## src/rtl/freq_meter_pkg.sv

```systemverilog
// freq_meter_pkg: shared defaults and the saturating adder used by freq_meter.
package freq_meter_pkg;

    localparam int unsigned FREQ_METER_GATE_DEFAULT  = 100000000;
    localparam int unsigned FREQ_METER_WIDTH_DEFAULT = 28;

    // Result of a saturating add: clipped sum plus a flag raised when an
    // increment had to be dropped because the value was already at all-ones.
    typedef struct packed {
        logic [63:0] sum;
        logic        sat;
    } sat_add_t;

    // Adds inc to a, clipping at the all-ones value of a width-bit counter.
    // Widths up to 63 bits are supported.
    function automatic sat_add_t sat_add(input logic [63:0] a,
                                         input logic inc,
                                         input int unsigned width);
        logic [63:0] max_val;
        sat_add_t    r;
        max_val = (64'd1 << width) - 64'd1;
        r.sum   = a;
        r.sat   = 1'b0;
        if (inc) begin
            if (a >= max_val) begin
                r.sum = max_val;
                r.sat = 1'b1;
            end else begin
                r.sum = a + 64'd1;
            end
        end
        return r;
    endfunction

endpackage

```

## src/rtl/freq_meter_edge_sync.sv

```systemverilog
// edge_sync: input register, previous-value register and rising-edge detect.
// With FREQ_METER_SYNC_EN defined, a two-flop synchronizer precedes sig_r.
// All flops reset to 1 so an input already high at reset is not an edge.
module edge_sync (
    input  logic clk,
    input  logic reset_n,
    input  logic sig_in,
    output logic rise
);

    logic sig_r;
    logic prev;

`ifdef FREQ_METER_SYNC_EN
    logic sync_1;
    logic sync_2;

    // Two-flop synchronizer for an input asynchronous to clk.
    always_ff @(posedge clk) begin
        if (!reset_n) begin
            sync_1 <= 1'b1;
            sync_2 <= 1'b1;
        end else begin
            sync_1 <= sig_in;
            sync_2 <= sync_1;
        end
    end

    // Register the synchronized input and keep its previous value.
    always_ff @(posedge clk) begin
        if (!reset_n) begin
            sig_r <= 1'b1;
            prev  <= 1'b1;
        end else begin
            sig_r <= sync_2;
            prev  <= sig_r;
        end
    end
`else
    // Register the input directly and keep its previous value.
    always_ff @(posedge clk) begin
        if (!reset_n) begin
            sig_r <= 1'b1;
            prev  <= 1'b1;
        end else begin
            sig_r <= sig_in;
            prev  <= sig_r;
        end
    end
`endif

    assign rise = sig_r & ~prev;

endmodule

```

## src/rtl/freq_meter.sv

```systemverilog
// freq_meter: gated frequency counter. Counts rising edges of sig_in over a
// window of GATE_CYCLES clocks and publishes the count with a one-cycle
// freq_valid strobe. FREQ_METER_SYNC_EN adds an input synchronizer.
module freq_meter
    import freq_meter_pkg::*;
#(
    parameter int unsigned GATE_CYCLES = FREQ_METER_GATE_DEFAULT,
    parameter int unsigned WIDTH_COUNT = FREQ_METER_WIDTH_DEFAULT
) (
    input  logic                   clk,
    input  logic                   reset_n,
    input  logic                   en,
    input  logic                   sig_in,
    output logic [WIDTH_COUNT-1:0] freq_out,
    output logic                   freq_valid,
    output logic                   overflow
);

    localparam int unsigned       GATE_W    = $clog2(GATE_CYCLES);
    localparam logic [GATE_W-1:0] GATE_LAST = GATE_W'(GATE_CYCLES - 1);

    logic [GATE_W-1:0]      gate_cnt;
    logic [WIDTH_COUNT-1:0] edge_cnt;
    logic                   sat;
    logic                   rise;
    sat_add_t               add_res;
    logic                   unused_sum_hi;

    edge_sync u_edge_sync (
        .clk     (clk),
        .reset_n (reset_n),
        .sig_in  (sig_in),
        .rise    (rise)
    );

    // Next edge count; the same value is the close value, so an edge in the
    // final gate cycle belongs to the closing window.
    always_comb begin
        add_res = sat_add(64'(edge_cnt), rise, WIDTH_COUNT);
    end

    assign unused_sum_hi = ^add_res.sum[63:WIDTH_COUNT];

    // Gate counter, edge counter and published result registers.
    always_ff @(posedge clk) begin
        if (!reset_n) begin
            gate_cnt   <= '0;
            edge_cnt   <= '0;
            sat        <= 1'b0;
            freq_out   <= '0;
            freq_valid <= 1'b0;
            overflow   <= 1'b0;
        end else begin
            freq_valid <= 1'b0;
            if (!en) begin
                gate_cnt <= '0;
                edge_cnt <= '0;
                sat      <= 1'b0;
            end else if (gate_cnt == GATE_LAST) begin
                freq_out   <= add_res.sum[WIDTH_COUNT-1:0];
                overflow   <= sat | add_res.sat;
                freq_valid <= 1'b1;
                gate_cnt   <= '0;
                edge_cnt   <= '0;
                sat        <= 1'b0;
            end else begin
                gate_cnt <= gate_cnt + GATE_W'(1);
                edge_cnt <= add_res.sum[WIDTH_COUNT-1:0];
                sat      <= sat | add_res.sat;
            end
        end
    end

endmodule
```

## config.mk

```make
export PLATFORM = sky130hd
export DESIGN_NAME = freq_meter
export DESIGN_NICKNAME = d
export VERILOG_FILES = /design/src/rtl/freq_meter_pkg.sv /design/src/rtl/freq_meter_edge_sync.sv /design/src/rtl/freq_meter.sv
export SDC_FILE = /design/constraint.sdc
export NUM_CORES = 1
export LEC_CHECK = 0
export CORE_MARGIN = 2
export CORE_UTILIZATION = 40
export DETAILED_ROUTE_END_ITERATION = 10
export GPL_ROUTABILITY_DRIVEN = 0
export MAX_ROUTING_LAYER = met4
export PLACE_DENSITY = 0.6
export SYNTH_ARGS = -nofsm -noshare
export SYNTH_HDL_FRONTEND = slang
export SYNTH_SLANG_ARGS = --single-unit
```

## constraint.sdc

```tcl
create_clock -name clk -period 4.96 [get_ports clk]
set_input_delay 0.496 -clock clk [delete_from_list [all_inputs] [get_ports clk]]
set_output_delay 0.496 -clock clk [all_outputs]
set_load 0.01 [all_outputs]
```

Word level (Yosys, flattened, before mapping)
Index checks and enable logic that the tools add are counted.
{"block": "totals", "wordCells": 24, "in_bits": 4, "output_inout_bits": 30, "mem_count": 0, "mem_bits_rw": 0, "ff_bits": 88, "latchBits": 0, "rom_bits": 0}
{"block": "classes", "muxes": 4, "eq_ne": 1, "n_mul": 0, "n_bitwise": 5, "n_reduce_logical": 3, "div_mod_pow": 0, "shifts": 0, "add_sub_neg": 2, "magnitude_cmp": 1}
{"cell": "two-way mux 29 bit", "n": 1}
{"cell": "adder 28 x 1 -> 28 bit, second input constant", "n": 1}
{"cell": "greater-or-equal comparator 28 bit, second input constant", "n": 1}
{"cell": "two-way mux 28 bit", "n": 1}
{"cell": "adder 27 x 1 -> 27 bit, second input constant", "n": 1}
{"cell": "equality test 27 bit, second input constant", "n": 1}
{"cell": "AND reduction 2 bit", "n": 2}
{"cell": "inverter 1 bit", "n": 3}
{"cell": "OR reduction 3 bit", "n": 1}
{"cell": "two-way mux 1 bit", "n": 2}
{"cell": "bitwise AND 1 bit", "n": 1}
{"cell": "bitwise OR 1 bit", "n": 1}

Depth between registers and ports, before layout
{"block": "depth", "ltp_word": 4, "depth_mapped": 8, "mapped_depth_nobuf": 6}

By module
Synthesis repeated with hierarchy kept, for this count alone.
{"block": "hier_totals", "hier_cells": 423, "hier_area_um2": 3718.6}
{"module": "freq_meter", "cells_per_inst": 418, "instances": 1, "area_per_inst_um2": 3652.3, "seq_area_each_um2": 1721.7}
{"module": "edge_sync", "cells_per_inst": 5, "instances": 1, "area_per_inst_um2": 66.3, "seq_area_each_um2": 40.0}

Worst setup path after synthesis
OpenSTA, ideal clock, no wires.
{"block": "synth_timing", "path_type": "register -> register", "startpoint": "register edge_cnt[0]", "endpoint": "register freq_out[25]", "n_path_buf": 0, "arrival_time_ns": 1.855, "path_stages_with_launch": 7, "setup_slack_ns": 3.035, "t_required_ns": 4.890, "period_less_slack_ns": 1.925, "cell_sequence": "dfxtp_1 > ha_1 > nand4b_2 > nor3_1 > nand4_1 > and2_1 > a21oi_1"}
{"block": "synth_between", "elab_chain_cells": 3, "elab_cells_between_ends": 4}
{"element": "start, declared", "line_no": "freq_meter.sv:23", "source": "logic [WIDTH_COUNT-1:0] edge_cnt;"}
{"element": "start signal, assigned", "line_no": "freq_meter.sv:68", "source": "edge_cnt <= add_res.sum[WIDTH_COUNT-1:0];"}
{"element": "adder 28 x 1 -> 28 bit or greater-or-equal comparator 28 bit (tied branches)", "line_no": "freq_meter_pkg.sv:29, freq_meter_pkg.sv:25"}
{"element": "two-way mux 28 bit *", "line_no": "freq_meter_pkg.sv:25", "source": "if (a >= max_val) begin"}
{"element": "two-way mux 29 bit *", "line_no": "freq_meter_pkg.sv:24", "source": "if (inc) begin"}
{"element": "end signal, assigned", "line_no": "freq_meter.sv:60", "source": "freq_out <= add_res.sum[WIDTH_COUNT-1:0];"}
{"element": "end, declared", "line_no": "freq_meter.sv:14", "source": "output logic [WIDTH_COUNT-1:0] freq_out,"}
Every way passes the cells marked *; elsewhere a longest branch is shown, timed or not.
A chain may end at the register's enable or synchronous reset.

Worst setup path after layout
Same ends and word-level chain as after synthesis.

==> reports/qor.yml <==
logic_synthesis:
  synth_cell_types: 44
  synth_area_leaders: "dfxtp_1 (47%), nor2_1 (5.9%), xor2_1 (5.8%)"
  synth_seq_area_share_pct: 47.0
  synth.net_count: 437
  synth_edf_count: 0
  synthFlopType: "dfxtp_1"
  yosys_warnings: 0
  syn_inst: 431
  synth_area_um2: 3750
  ys_ff_latch: 88
  postSynthAreaPerCell_um2: 8.69
  synth_top_area_share_pct: 47.0
  synth_top_cell_by_area: "dfxtp_1"
  async_flop_share_pct: 0
route:
  drt_iter0_markers: 87
  drcViolationCount: 0
  route.detailed.wl_per_inst_um: 14.1
  antenna_left: 0
  via_count: 3057
  viasPerCell: 5.35
  routed_wl_mm: 8.06
  first_pass_iters: 4
cts:
  clkTransAtPathRegs_ns: 0.09
  clk_path_buf_depth: 2
  cts_setup_buffers: 0
  hold_buffers: 0
  clock_sinks: 88
  cts_max_level: 3
  cts-root-buf: "clkbuf_8"
  cts_tree: "built"
  ctsResizeCount: 0
  clock_latency_ns: 0.35
  cts_buffers: 9
sta:
  final.period_utilization_pct: 57.8
  max_freq_mhz: 349
  final-hold-violation-count: 0
  rsz0062_at_grt: "false"
  tightestPinTransition_ns: 1.02
  setup_tns_ns: 0
  clock_skew_ns: 0.00737
  period_minus_slack_ns: 2.86
  setup_viol: 0
  report.final.slew_viol_count: 0
  slew_headroom_pct: 31.3
setup_path:
  required_ns: 5.25
  arrival_ns: 3.15
  criticalPathCategory: "register to register"
  worstPathMaxFanout: 19
  cp-end-kind: "register"
  cp-start-kind: "register"
floorplan:
  die_w_um: 101
  start_util_pct: 40.9
  io_pins: 34
  rows: 35
  fp.coreArea_um2: 9150
  dieArea_um2: 10200
  dieHeight_um: 101
flow_run:
  drv_cap: 0
power_and_ir_drop:
  ir_worst_vdd_mv: 0.211
  p_per_area_nw_per_um2: 293
  leakage_nw: 1.43
  power_mw: 1.27
min_path:
  hold_class: "register to register"
grt:
  grt_pass1_vias: 2891
  grt_max_degree: 39
  track_usage_pct: 17.7
  antenna_found_initial: 0
  overflow: 0
  grt_pass1_wl_mm: 13.9
place:
  place_area_um2: 4120
  numPortBuffers: 33
  hpwl_mm: 5.72
final_layout:
  fillers: 883
  nets: 462
  stdcell_area_um2: 4340
  drive_gt1_share_pct: 5.87
  antenna_cells: 0
  synthToLayoutAreaGrowth_pct: 15.9
run_status:
  status: "finished, final reports clean"
synth_stat cells, drive strengths merged, types with 9 or more instances:
library cell / count
xnor2: 19
nor2: 60
buf: 12
xor2: 25
clkbuf: 9
nor3: 21
nand2: 35
nor4: 13
dfxtp: 88
and3: 15
nand4: 13
a21oi: 27
nand3: 26
o21ai: 18
metrics by stage:
stage | setup slack, ns | std cells | hold slack (ns) | utilization (%)
floorplan | 3.04 | 431 | 0.418 | -
CTS | 2.07 | 571 | 0.459 | 47.5
global placement | 2.09 | 556 | 0.429 | 45.1
detailed placement | 2.08 | 556 | 0.447 | 45.1
finish | 2.10 | 571 | 0.452 | 47.5
global route | 1.80 | 571 | 0.483 | 47.5
flip-flops by register name, summed over array words and instances (netlist names):
name / flops
edge_cnt: 28
freq_out: 28
freq_valid: 1
sat: 1
u_edge_sync.prev: 1
gate_cnt: 27
u_edge_sync.sig_r: 1
overflow: 1
report_power, final:
part	switching (mW)	internal, mW	total, mW	leakage [nW]
Combinational	0.0136	0.00505	0.0187	0.611
Sequential	0.00135	0.707	0.709	0.709
Clock	0.248	0.295	0.543	0.108
Total	0.263	1.01	1.27	1.43
worst max-delay path, cell delays in order, from the launching register on:
cell and delay (ns):
dfxtp_1 0.38, ha_1 0.22, nand4b_2 0.26, nor3_1 0.56, nand4_1 0.77, and2_1 0.45, a21oi_1 0.15
metal layers:
| layer | part of all wire [%] | GRT usage, % |
|---|---|---|
| met5 | 0 | - |
| met3 | 3.3 | 3.95 |
| met4 | 1.2 | 5.48 |
| met1 | 49 | 23.2 |
| met2 | 47 | 27.4 |
path summary, 6_finish.rpt:
check               from      endpoint  cells past startpoint  slack, ns
max reg2reg  edge_cnt[0]  freq_out[25]                      6       2.10
min reg2reg  gate_cnt[0]   gate_cnt[0]                      1       0.45
max          edge_cnt[0]  freq_out[25]                      6       2.10
min          gate_cnt[0]   gate_cnt[0]                      1       0.45
final cells by class:
| cell class | instances | area [µm²] | area share (%) |
|---|---|---|---|
| clock buffers | 10 | 138 | 3.17 |
| clock inverters | 5 | 81.3 | 1.87 |
| inverters | 7 | 26.3 | 0.605 |
| multi-input cells | 315 | 1850 | 42.6 |
| flip-flops and latches | 88 | 1760 | 40.6 |
| well taps | 111 | 139 | 3.20 |
| repair buffers | 35 | 345 | 7.95 |
layout by cell type (no fill, tap or decap), drive strengths merged, types with 15 or more instances in the layout:
cell type       n
nor2           60
nor3           21
o21ai          18
nand2          35
and3           15
dfxtp          88
xnor2          19
a21oi          27
clkdlybuf4s50  33
nand3          26
xor2           25
kinds of logic after synthesis:
family / share of synthesized area (%)
adder cells (fa/ha/maj): 0.668
XOR/XNOR: 10.3
AO/OA/AOI/OAI: 8.61
AND/OR/NAND/NOR: 27.8
buffers and inverters: 3.71
flip-flops: 47.0
multiplexers: 1.87
Note: power is estimated with default switching activity, not from simulation.
